$ cat src/rtl/sram_ctrl_pkg.sv
// Shared types, default parameters and helpers for the SRAM initiator controller.
package sram_ctrl_pkg;

  typedef enum logic [0:0] {
    INIT = 1'b0,
    RUN  = 1'b1
  } state_t;

  localparam int DEF_DEPTH     = 8;
  localparam int DEF_WIDTH     = 32;
  localparam int DEF_RSP_DEPTH = 4;

  // Counter width able to hold every value 0..rsp_depth inclusive.
  function automatic int credit_width(input int rsp_depth);
    return $clog2(rsp_depth + 1);
  endfunction

endpackage

$ cat src/rtl/sram_ctrl_rsp_fifo.sv
// Response buffer: synchronous FIFO with async reset, head entry shown combinationally.
module sram_ctrl_rsp_fifo
  import sram_ctrl_pkg::*;
#(
  parameter int  WIDTH     = DEF_WIDTH,
  parameter int  RSP_DEPTH = DEF_RSP_DEPTH,
  localparam int PTR_W     = $clog2(RSP_DEPTH),
  localparam int CNT_W     = credit_width(RSP_DEPTH)
) (
  input  logic             clk,
  input  logic             rst,
  input  logic             push,
  input  logic [WIDTH-1:0] push_data,
  input  logic             pop,
  output logic [WIDTH-1:0] head_data,
  output logic             full,
  output logic             empty,
  output logic [CNT_W-1:0] count
);

  logic [WIDTH-1:0] mem_q [RSP_DEPTH];
  logic [PTR_W-1:0] wr_ptr_q;
  logic [PTR_W-1:0] rd_ptr_q;
  logic [CNT_W-1:0] count_q;
  logic             pop_en;

  assign empty     = (count_q == '0);
  assign full      = (count_q == CNT_W'(RSP_DEPTH));
  assign count     = count_q;
  assign pop_en    = pop && !empty;
  assign head_data = empty ? '0 : mem_q[rd_ptr_q];

  always_ff @(posedge clk) begin
    if (push) begin
      mem_q[wr_ptr_q] <= push_data;
    end
  end

  // Pointers wrap naturally because RSP_DEPTH is a power of two.
  always_ff @(posedge clk or posedge rst) begin
    if (rst) begin
      wr_ptr_q <= '0;
      rd_ptr_q <= '0;
      count_q  <= '0;
    end else begin
      if (push) begin
        wr_ptr_q <= wr_ptr_q + PTR_W'(1);
      end
      if (pop_en) begin
        rd_ptr_q <= rd_ptr_q + PTR_W'(1);
      end
      case ({push, pop_en})
        2'b10:   count_q <= count_q + CNT_W'(1);
        2'b01:   count_q <= count_q - CNT_W'(1);
        default: count_q <= count_q;
      endcase
    end
  end

  always @(posedge clk) begin
    if (!rst) begin
      assert (!(push && full && !pop_en));
    end
  end

endmodule

$ cat src/rtl/sram_ctrl.sv
// Initiator-side controller for a single-port synchronous SRAM with in-order read responses.
// Optional power-up clear sweep enabled by defining SRAM_CTRL_INIT_EN.
module sram_ctrl
  import sram_ctrl_pkg::*;
#(
  parameter int DEPTH     = DEF_DEPTH,
  parameter int WIDTH     = DEF_WIDTH,
  parameter int DEPTH_LOG = $clog2(DEPTH),
  parameter int RSP_DEPTH = DEF_RSP_DEPTH
) (
  input  logic                 clk,
  input  logic                 rst,
  input  logic                 req_valid,
  output logic                 req_ready,
  input  logic                 req_we,
  input  logic [DEPTH_LOG-1:0] req_addr,
  input  logic [WIDTH-1:0]     req_wdata,
  output logic                 rsp_valid,
  input  logic                 rsp_ready,
  output logic [WIDTH-1:0]     rsp_rdata,
  output logic                 init_busy,
  output logic                 sram_cs,
  output logic                 sram_we,
  output logic [DEPTH_LOG-1:0] sram_ad,
  output logic [WIDTH-1:0]     sram_din,
  input  logic [WIDTH-1:0]     sram_dout
);

  localparam int CNT_W = credit_width(RSP_DEPTH);

  logic                 accept;
  logic                 rd_accept;
  logic                 rsp_pop;
  logic                 cs_q, cs_d;
  logic                 we_q, we_d;
  logic [DEPTH_LOG-1:0] ad_q, ad_d;
  logic [WIDTH-1:0]     din_q, din_d;
  logic                 rd1_q, rd2_q;
  logic [CNT_W-1:0]     credit_q, credit_d;
  logic                 fifo_full;
  logic                 fifo_empty;
  logic [CNT_W-1:0]     fifo_count;
  logic                 init_active;
  logic [DEPTH_LOG-1:0] init_addr;

`ifdef SRAM_CTRL_INIT_EN
  state_t               state_q, state_d;
  logic [DEPTH_LOG-1:0] init_addr_q, init_addr_d;

  assign init_active = (state_q == INIT);
  assign init_addr   = init_addr_q;

  always_comb begin
    state_d     = state_q;
    init_addr_d = init_addr_q;
    if (state_q == INIT) begin
      init_addr_d = init_addr_q + DEPTH_LOG'(1);
      if (init_addr_q == DEPTH_LOG'(DEPTH - 1)) begin
        state_d = RUN;
      end
    end
  end

  always_ff @(posedge clk or posedge rst) begin
    if (rst) begin
      state_q     <= INIT;
      init_addr_q <= '0;
    end else begin
      state_q     <= state_d;
      init_addr_q <= init_addr_d;
    end
  end
`else
  assign init_active = 1'b0;
  assign init_addr   = '0;
`endif

  // Credits cover both buffered responses and reads still in the SRAM pipe.
  assign init_busy = init_active;
  assign req_ready = !rst && !init_active && (credit_q < CNT_W'(RSP_DEPTH));
  assign accept    = req_valid && req_ready;
  assign rd_accept = accept && !req_we;
  assign rsp_pop   = rsp_valid && rsp_ready;

  always_comb begin
    cs_d  = 1'b0;
    we_d  = 1'b0;
    ad_d  = ad_q;
    din_d = din_q;
    if (init_active) begin
      cs_d  = 1'b1;
      we_d  = 1'b1;
      ad_d  = init_addr;
      din_d = '0;
    end else if (accept) begin
      cs_d  = 1'b1;
      we_d  = req_we;
      ad_d  = req_addr;
      din_d = req_wdata;
    end
  end

  always_comb begin
    credit_d = credit_q;
    case ({rd_accept, rsp_pop})
      2'b10:   credit_d = credit_q + CNT_W'(1);
      2'b01:   credit_d = credit_q - CNT_W'(1);
      default: credit_d = credit_q;
    endcase
  end

  always_ff @(posedge clk or posedge rst) begin
    if (rst) begin
      cs_q     <= 1'b0;
      we_q     <= 1'b0;
      ad_q     <= '0;
      din_q    <= '0;
      rd1_q    <= 1'b0;
      rd2_q    <= 1'b0;
      credit_q <= '0;
    end else begin
      cs_q     <= cs_d;
      we_q     <= we_d;
      ad_q     <= ad_d;
      din_q    <= din_d;
      rd1_q    <= rd_accept;
      rd2_q    <= rd1_q;
      credit_q <= credit_d;
    end
  end

  assign sram_cs  = cs_q;
  assign sram_we  = we_q;
  assign sram_ad  = ad_q;
  assign sram_din = din_q;

  // rd2_q marks the cycle in which sram_dout carries the read sampled one edge earlier.
  sram_ctrl_rsp_fifo #(
    .WIDTH     (WIDTH),
    .RSP_DEPTH (RSP_DEPTH)
  ) u_rsp_fifo (
    .clk       (clk),
    .rst       (rst),
    .push      (rd2_q),
    .push_data (sram_dout),
    .pop       (rsp_ready),
    .head_data (rsp_rdata),
    .full      (fifo_full),
    .empty     (fifo_empty),
    .count     (fifo_count)
  );

  assign rsp_valid = !fifo_empty;

  always @(posedge clk) begin
    if (!rst) begin
      assert (!(rd2_q && fifo_full));
      assert (credit_q == fifo_count + CNT_W'(rd1_q) + CNT_W'(rd2_q));
    end
  end

endmodule

$ cat config.mk
export PLATFORM = sky130hd
export DESIGN_NAME = sram_ctrl
export DESIGN_NICKNAME = d
export VERILOG_FILES = /design/src/rtl/sram_ctrl_pkg.sv /design/src/rtl/sram_ctrl_rsp_fifo.sv /design/src/rtl/sram_ctrl.sv
export SDC_FILE = /design/constraint.sdc
export NUM_CORES = 1
export LEC_CHECK = 0
export CAP_MARGIN = 20
export CORE_MARGIN = 3
export CORE_UTILIZATION = 54
export DETAILED_ROUTE_END_ITERATION = 16
export PLACE_DENSITY = 0.84
export SLEW_MARGIN = 20
export SYNTH_ARGS = -nofsm -noshare
export SYNTH_HDL_FRONTEND = slang
export SYNTH_SLANG_ARGS = --single-unit
export TNS_END_PERCENT = 30
$ cat constraint.sdc
create_clock -name clk -period 5.7 [get_ports clk]
set_input_delay 1.14 -clock clk [delete_from_list [all_inputs] [get_ports clk]]
set_output_delay 1.14 -clock clk [all_outputs]
set_load 0.1 [all_outputs]
==> summary.md, run 1 <==
| Metric | Value |
|---|---|
| Fraction of layout cells with a size suffix above 1 | `0.193` |
| Fin crit period | `4560 ps` |
| Syn Nets | `419` |
| Arr. time, crit path | `3420 ps` |
| Cells after synthesis | `339` |
| Largest stage delay, worst path | `980 ps` |
| Post-CTS repair timing setup buffer count | `0` |
| CTS Buf Count | `17` |
| Fmax | `220 MHz` |
| Vias | `3513` |
| Placed Area | `8400 um^2` |
| PortBufs | `142` |
| Die Y | `119 um` |
| Final worst slack | `1140 ps` |
| Antenna-violating nets left | `0` |
| CTS tree | `built` |
| Crit path required time | `4560 ps` |
| Full die area | `14200 um^2` |
| Max-cap violations | `0` |
| Fin Hold WS | `355 ps` |
| Post-synth EDFFs | `128` |
| Skew final | `9.63 ps` |
| Count of final setup violators | `0` |
| YS warnings | `0` |
| DR iter-0 viols | `205` |
| Ant diodes | `0` |
| Wire per inst | `19.5 um` |
| Post-CTS resize count | `0` |
| CTS H-tree depth | `4` |
| Clock net sink count | `177` |
| Count leader, synth | `edfxtp_1` |
| Die Width | `119 um` |
| Reg2reg end | `u_rsp_fifo.count[2]` |
| Critical path destination | `rsp_rdata[5]` |
| Pre-CTS WS | `1520 ps` |
| Core Box Area | `12300 um^2` |
| HP Class | `reg -> reg` |
| Mapped Area | `6890 um^2` |
| Clock Path Buffers | `2` |
| Vias in the first global route | `3899` |
| RSZ-0062 raised after global routing | `false` |
| Gp weighted congestion | `0.702` |
| Max transition margin | `0.280` |
| Avg Inst Size Synth | `20.3 um^2` |
| Ranking of synthesized cells by area | `edfxtp_1 56%, dfrtp_1 18%, mux4_2 9.1%, mux2_2 5.7%, and2_1 3.4%` |
| Initial antenna violation count | `0` |
| Share of flip-flops with an asynchronous set or reset | `0.277` |
| Post-CTS Hold Fix Bufs | `0` |
| DR pass1 iterations | `4` |
| Grt met2 use | `0.312` |
| Number of core rows | `40` |
| Detailed Route WL | `13.0 mm` |
| Grt total ovfl | `0` |
| Worst r2r src | `u_rsp_fifo.count[0]` |
| Synth-to-layout area growth | `30.2%` |
| CTS Root Cell | `clkbuf_16` |
| Startpoint Class | `flip-flop` |
| Tcrit/Tclk final | `0.799` |
| Seq/Total Area, Yosys | `0.735` |
| Final count of hold timing violations | `0` |
| Synthesized flop and latch total | `177` |
| Most used DFF post-synth | `edfxtp_1` |
| Synth top area share | `0.558` |
| GRT Util Overall | `0.199` |
| Top post-synthesis cells by count | `128 x edfxtp_1, 49 x dfrtp_1, 38 x and2_1` |
| DPL Wire Length | `8.11 mm` |
| Critical path, cell by cell | `buf_4 > mux4_2 > and2_1 > clkdlybuf4s50_1` |
| Synth area leader | `edfxtp_1` |
| First-pass GRT wire length | `21.1 mm` |
| Kind of critical path | `reg -> out` |
| Initial Util | `0.562` |
| Drc violations | `0` |
| Slowest stage cell on the critical path | `clkdlybuf4s50_1` |
| Final net count | `565` |
| Status | `finished clean` |
| Reg2Reg Depth | `8` |
| Largest net degree at the start of global routing | `50` |
| Gr busiest metal | `met2` |
| R2R Setup Slk | `2960 ps` |
| Setup TNS | `0 ps` |
| Worst skew pair latency | `420 ps` |
| Vias/cell | `5.27` |
| Met3 usage | `0.0888` |
| Crit path launch | `u_rsp_fifo.rd_ptr_q[0]` |
| Worst-margin pin slew | `1080 ps` |
| Final Max Tran Viols | `0` |
| CP Capture Type | `output pin` |
| Synth unique cells | `26` |
| Final Instance Area | `8970 um^2` |
| Clk pin slew, worst setup/hold paths | `60 ps` |
| # IOs | `144` |
| Crit path max fanout | `27` |
| Met1 Use GR | `0.241` |
## critical path: cells and delay by family, from the launching register on
family / cells / cell delay [ps]
buf+inv: 2 / 1330
flops: 1 / 940
mux: 1 / 540
simple gates: 1 / 190
## state kept, by name (all words and copies together) (netlist names)
register,cells
credit_q,3
rd1_q,1
rd2_q,1
sram_ad,3
sram_cs,1
sram_din,32
sram_we,1
u_rsp_fifo.count,3
u_rsp_fifo.mem_q,128
u_rsp_fifo.rd_ptr_q,2
u_rsp_fifo.wr_ptr_q,2
## per-stage QoR
step           utilization  cells
5_1_grt              0.732    666
3_5_place_dp         0.685    634
4_1_cts              0.732    666
2_1_floorplan            -    339
6_report             0.732    666
3_3_place_gp         0.685    634
## worst min-delay path by stage
stage	start	endpoint	slack, ps	cells after the start
2_1_floorplan	rd1_q	rd2_q	330	0
3_3_place_gp	rd1_q	rd2_q	340	0
3_5_place_dp	rd1_q	rd2_q	340	0
4_1_cts	rd1_q	rd2_q	360	0
5_1_grt	rd1_q	rd2_q	390	0
6_report	rd1_q	rd2_q	350	0
## final cells by class
class / count / area [um^2]
timing repair buffer: 144 / 1440
inverter: 10 / 38.8
clock inverter: 14 / 146
fill: 764 / 3290
tap: 168 / 210
sequential: 177 / 5070
clock buffer: 18 / 429
multi-input combinational: 135 / 1640
## layer usage
layer,part of all wire,up-vias
li1,-,1587
met1,0.41,1764
met2,0.48,146
met3,0.093,16
met4,0.017,0
met5,0,-
## cell usage in the layout, fill, tap and decap left out
cell and count:
fa_1 2, xor2_1 6, buf_4 2, clkinv_2 2, nor2b_1 1, and3_1 1
edfxtp_1 128, clkinv_1 7, clkbuf_16 17, clkinvlp_4 1, and2_2 4, clkdlybuf4s50_1 142
ha_1 6, dfrtp_2 2, mux2i_1 2, conb_1 1, mux2_2 35, clkinv_4 2
o21ai_0 1, nand2_1 1, or3_1 1, and2_1 34, mux4_2 28, bufinv_16 3
nand2b_1 1, clkbuf_1 1, nor2_1 3, xnor2_1 3, dfrtp_1 47, inv_1 9
nand3_1 1, mux4_1 4
## cells by family (layout without fill, tap and decap cells)
group	after synthesis	after routing	share of synthesized area
AND/OR/NAND/NOR	47	47	0.0410
other	1	1	0.000544
AO/OA/AOI/OAI	1	1	0.000725
multiplexers	69	69	0.167
flip-flops	177	177	0.735
buffers and inverters	27	186	0.0274
adder cells (fa/ha/maj)	8	8	0.0167
XOR/XNOR	9	9	0.0114
Power of run 1 is not shown: default switching activity piles up to over one toggle a cycle in this logic, so the estimate is an artifact.
==> run 2: changes to the inputs <==
Settings changed: CORE_UTILIZATION 54 to 51, PLACE_DENSITY 0.84 to 0.8.
Clock period 5.7 ns to 4.6 ns, I/O delays scaled along.
==> summary.md, run 2 (same netlist as run 1, synthesis figures left out) <==
| Metric | Value |
|---|---|
| Fill cells | `879 (+15%)` |
| First-pass GRT wire length | `20.3 mm (-3.8%)` |
| Vias in the first global route | `3959 (+1.5%)` |
| Met1 Use GR | `0.221 (-0.0197)` |
| Post-CTS resize count | `0 (unchanged)` |
| PortBufs | `142 (unchanged)` |
| Gp weighted congestion | `0.727 (+3.7%)` |
| Synth-to-layout area growth | `29.1%` |
| Antenna-violating nets left | `0 (unchanged)` |
| DR iter-0 viols | `202 (-1.5%)` |
| # IOs | `144 (unchanged)` |
| Grt total ovfl | `0 (unchanged)` |
| Startpoint Class | `flip-flop` |
| Gr busiest metal | `met2` |
| Flip-flop count of the largest register after layout | `128 (unchanged)` |
| Max transition margin | `0.329 (+0.0490)` |
| Final net count | `567 (+0.35%)` |
| Fmax | `269 MHz` |
| Biggest register | `u_rsp_fifo.mem_q` |
| Met3 usage | `0.0954 (+0.00660)` |
| Grt met2 use | `0.291 (-0.0206)` |
| Worst-margin pin slew | `1000 ps (-73.3 ps)` |
| RSZ-0062 raised after global routing | `false` |
| Status | `finished clean` |
| Setup TNS | `0 ps (unchanged)` |
| Clk pin slew, worst setup/hold paths | `60 ps (about the same)` |
| Core Box Area | `12900 um^2 (+5.4%)` |
| Initial antenna violation count | `1 (+1)` |
| Full die area | `14900 um^2 (+5.6%)` |
| CTS tree | `built` |
| Fin crit period | `3720 ps` |
| Count of final setup violators | `0 (unchanged)` |
| Crit path required time | `3680 ps (-880 ps)` |
| Wire per inst | `19.0 um (-2.1%)` |
| Arr. time, crit path | `2800 ps (-620 ps)` |
| Post-CTS repair timing setup buffer count | `0 (unchanged)` |
| DR pass1 iterations | `6 (+2)` |
| Worst skew pair latency | `420 ps (about the same)` |
| CP Capture Type | `output pin` |
| Kind of critical path | `reg -> out` |
| Die Width | `122 um (+2.8%)` |
| Commonest non-fill, non-tap cell in the layout | `edfxtp_1` |
| Clock net sink count | `177 (unchanged)` |
| DPL Wire Length | `8.36 mm (+3.1%)` |
| HP Class | `reg -> reg` |
| Largest net degree at the start of global routing | `50 (unchanged)` |
| Vias/cell | `5.26 (-0.28%)` |
| Detailed Route WL | `12.8 mm (-1.1%)` |
| CTS Root Cell | `clkbuf_16` |
| Clock Path Buffers | `2 (unchanged)` |
| Die Y | `122 um (+2.8%)` |
| Drc violations | `0 (unchanged)` |
| Tcrit/Tclk final | `0.809` |
| Most frequent cells in the layout | `128 x edfxtp_1, 112 x clkdlybuf4s50_1, 47 x dfrtp_1, 35 x mux2_2` |
| GRT Util Overall | `0.184 (-0.0144)` |
| Final count of hold timing violations | `0 (unchanged)` |
| CTS H-tree depth | `4 (unchanged)` |
| Post-CTS Hold Fix Bufs | `0 (unchanged)` |
| Initial Util | `0.533 (-0.0290)` |
| Max-cap violations | `0 (unchanged)` |
| CTS Buf Count | `17 (unchanged)` |
| Fraction of layout cells with a size suffix above 1 | `0.268 (+0.0752)` |
| Crit path max fanout | `14 (-48%)` |
| Number of core rows | `41 (+2.5%)` |
| Final Max Tran Viols | `0 (unchanged)` |
| Skew final | `5.06 ps (-4.57 ps)` |
| R2R Setup Slk | `2110 ps (-850 ps)` |
| Vias | `3540 (+0.77%)` |
[run 2: metrics by stage]
step,setup slack [ps],utilization,area (um^2),instances,hold WS [ps]
2_1_floorplan,874,-,6890,339,331
3_3_place_gp,1290,0.645,8340,640,332
3_5_place_dp,1280,0.645,8340,640,338
4_1_cts,813,0.688,8900,672,352
5_1_grt,721,0.688,8900,672,352
6_report,876,0.689,8900,673,350
[run 2: layout make-up]
| cell class | instances | area (um^2) | area share |
|---|---|---|---|
| Antenna cell | 1 | 2.50 | 0.000281 |
| Clock buffer | 19 | 443 | 0.0498 |
| Clock inverter | 13 | 113 | 0.0127 |
| Inverter | 10 | 38.8 | 0.00436 |
| Multi-Input combinational cell | 135 | 1640 | 0.184 |
| Sequential cell | 177 | 5070 | 0.570 |
| Tap cell | 172 | 215 | 0.0242 |
| Timing Repair Buffer | 146 | 1380 | 0.155 |
[run 2: path summary, 6_finish.rpt]
check	start	end	depth (start not counted)
setup / recovery	u_rsp_fifo.rd_ptr_q[0]	rsp_rdata[25]	3
hold / removal	rd1_q	rd2_q	0
setup reg to reg	u_rsp_fifo.count[0]	u_rsp_fifo.count[2]	8
hold reg to reg	rd1_q	rd2_q	0
max in group asynchronous	rst	u_rsp_fifo.rd_ptr_q[0]	2
min in group asynchronous	rst	sram_din[21]	2
[run 2: critical path, cell delays in order (launching register included)]
cell and delay, ps:
dfrtp_2 630, mux4_1 610, and2_1 170, clkdlybuf4s50_1 960
[run 2: per-layer routing]
metal	vias to the layer above	share of wire
li1	1581	-
met1	1791	0.40
met2	150	0.48
met3	16	0.11
met4	2	0.011
met5	-	0.00070
Power of run 2 is left out for the same reason.
==> run 3: changes to the inputs <==
Settings changed: CORE_UTILIZATION 51 to 46, PLACE_DENSITY 0.8 to 0.76.
Clock period 4.6 ns to 3.3 ns, I/O delays scaled along.
==> summary.md, run 3 (same netlist as run 1, synthesis figures left out) <==
| Metric | Value |
|---|---|
| DR iter-0 viols | `234 (+16%)` |
| HP Class | `reg -> reg` |
| Startpoint Class | `flip-flop` |
| Commonest non-fill, non-tap cell in the layout | `edfxtp_1` |
| CP Capture Type | `output pin` |
| Setup TNS | `0 ps (unchanged)` |
| Biggest register | `u_rsp_fifo.mem_q` |
| GRT Util Overall | `0.167 (-0.0173)` |
| Post-CTS resize count | `0 (unchanged)` |
| Worst-margin pin slew | `891 ps (-112 ps)` |
| Final Instance Area | `9200 um^2 (+3.4%)` |
| Gp weighted congestion | `0.753 (+3.5%)` |
| CTS tree | `built` |
| CTS Buf Count | `17 (unchanged)` |
| Kind of critical path | `reg -> out` |
| Final net count | `568 (+0.18%)` |
| Drc violations | `0 (unchanged)` |
| DPL Wire Length | `8.34 mm (-0.30%)` |
| Detailed Route WL | `12.8 mm (about the same)` |
| Final Max Tran Viols | `0 (unchanged)` |
| Wire per inst | `18.7 um (-1.5%)` |
| Initial antenna violation count | `0 (-1)` |
| Initial Util | `0.473 (-0.0607)` |
| Most frequent cells in the layout | `128 x edfxtp_1, 71 x clkdlybuf4s50_1, 48 x dfrtp_1, 43 x buf_4, 35 x mux2_2` |
| Most used cell, CP | `buf_12` |
| Crit path required time | `2640 ps (-1040 ps)` |
| Clk pin slew, worst setup/hold paths | `60 ps (about the same)` |
| Placed cells | `653 (+2.0%)` |
| Vias/cell | `5.16 (-1.9%)` |
| Util after Layout | `0.631 (-0.0578)` |
| DR pass1 iterations | `4 (-2)` |
| Ant diodes | `0 (-1)` |
| Largest net degree at the start of global routing | `50 (unchanged)` |
| Placed Area | `8680 um^2 (+4.0%)` |
| Vias | `3525 (-0.42%)` |
| Clock net sink count | `177 (unchanged)` |
| CTS Root Cell | `clkbuf_16` |
| Full die area | `16500 um^2 (+10%)` |
| RSZ-0062 raised after global routing | `false` |
| CTS H-tree depth | `4 (unchanged)` |
| Max-cap violations | `0 (unchanged)` |
| PortBufs | `142 (unchanged)` |
| Die Width | `128 um (+5.0%)` |
| Status | `finished clean` |
| Fraction of layout cells with a size suffix above 1 | `0.343 (+0.0747)` |
| Critical path, cell by cell | `buf_12 > mux4_1 > and2_1 > buf_12` |
| Fin crit period | `2940 ps` |
| Grt total ovfl | `0 (unchanged)` |
| Max transition margin | `0.406 (+0.0767)` |
| Post-CTS repair timing setup buffer count | `0 (unchanged)` |
| Number of core rows | `44 (+7.3%)` |
| Crit path max fanout | `16 (+2)` |
| Largest stage delay, worst path | `650 ps (-310 ps)` |
| Tcrit/Tclk final | `0.891` |
| Flip-flop count of the largest register after layout | `128 (unchanged)` |
| Clock Path Buffers | `2 (unchanged)` |
| First-pass GRT wire length | `20.6 mm (+1.6%)` |
| Arr. time, crit path | `2280 ps (-520 ps)` |
| Die Y | `128 um (+5.0%)` |
| # IOs | `144 (unchanged)` |
| Final count of hold timing violations | `0 (unchanged)` |
| Vias in the first global route | `3928 (-0.78%)` |
| Fmax | `340 MHz` |
| Slowest stage cell on the critical path | `dfrtp_2` |
| Count of final setup violators | `0 (unchanged)` |
| Core Box Area | `14600 um^2 (+13%)` |
| Post-CTS Hold Fix Bufs | `0 (unchanged)` |
| Skew final | `6.85 ps (+1.79 ps)` |
| Synth-to-layout area growth | `33.5%` |
| Worst skew pair latency | `420 ps (about the same)` |
| Antenna-violating nets left | `0 (unchanged)` |
| Fin cells | `683 (+1.5%)` |
## run 3: through the flow
step / setup slack (ps) / hold WS (ps)
floorplan: 138 / 331
global placement: 747 / 333
detailed placement: 637 / 347
CTS: 290 / 364
global route: 214 / 385
finish: 360 / 357
## run 3: final timing paths
check / cells past startpoint / endpoint / slack (ps) / startpoint
max: 4 / rsp_rdata[25] / 360 / u_rsp_fifo.rd_ptr_q[0]
min: 0 / rd2_q / 360 / rd1_q
max in group asynchronous: 2 / u_rsp_fifo.rd_ptr_q[0] / 2010 / rst
max reg2reg: 9 / credit_q[2] / 1010 / u_rsp_fifo.count[0]
min reg2reg: 0 / rd2_q / 360 / rd1_q
min in group asynchronous: 2 / sram_din[31] / 760 / rst
## run 3: layout make-up
type                    instances  area [um^2]
clock inverters                 9         85.1
repair buffers                147         1690
clock buffers                  21          440
multi-input cells             135         1640
flip-flops and latches        177         5070
inverters                      10         38.8
well taps                     184          230
fillers                      1025         5390
## run 3: critical path: cells and delay by family, from the launching register on
kind / cells / cell delay, ps
flip-flops: 1 / 650
multiplexers: 1 / 570
buffers and inverters: 2 / 410
AND/OR/NAND/NOR: 1 / 210
## run 3: metal layers
layer / vias up / GRT usage / wire, um / share of wire
li1: 1582 / - / - / -
met1: 1770 / 0.203 / 5190 / 0.41
met2: 151 / 0.263 / 6050 / 0.47
met3: 22 / 0.0677 / 1260 / 0.098
met4: 0 / 0.0774 / 310 / 0.024
met5: - / 0 / 0 / 0
Power of run 3 is left out for the same reason.
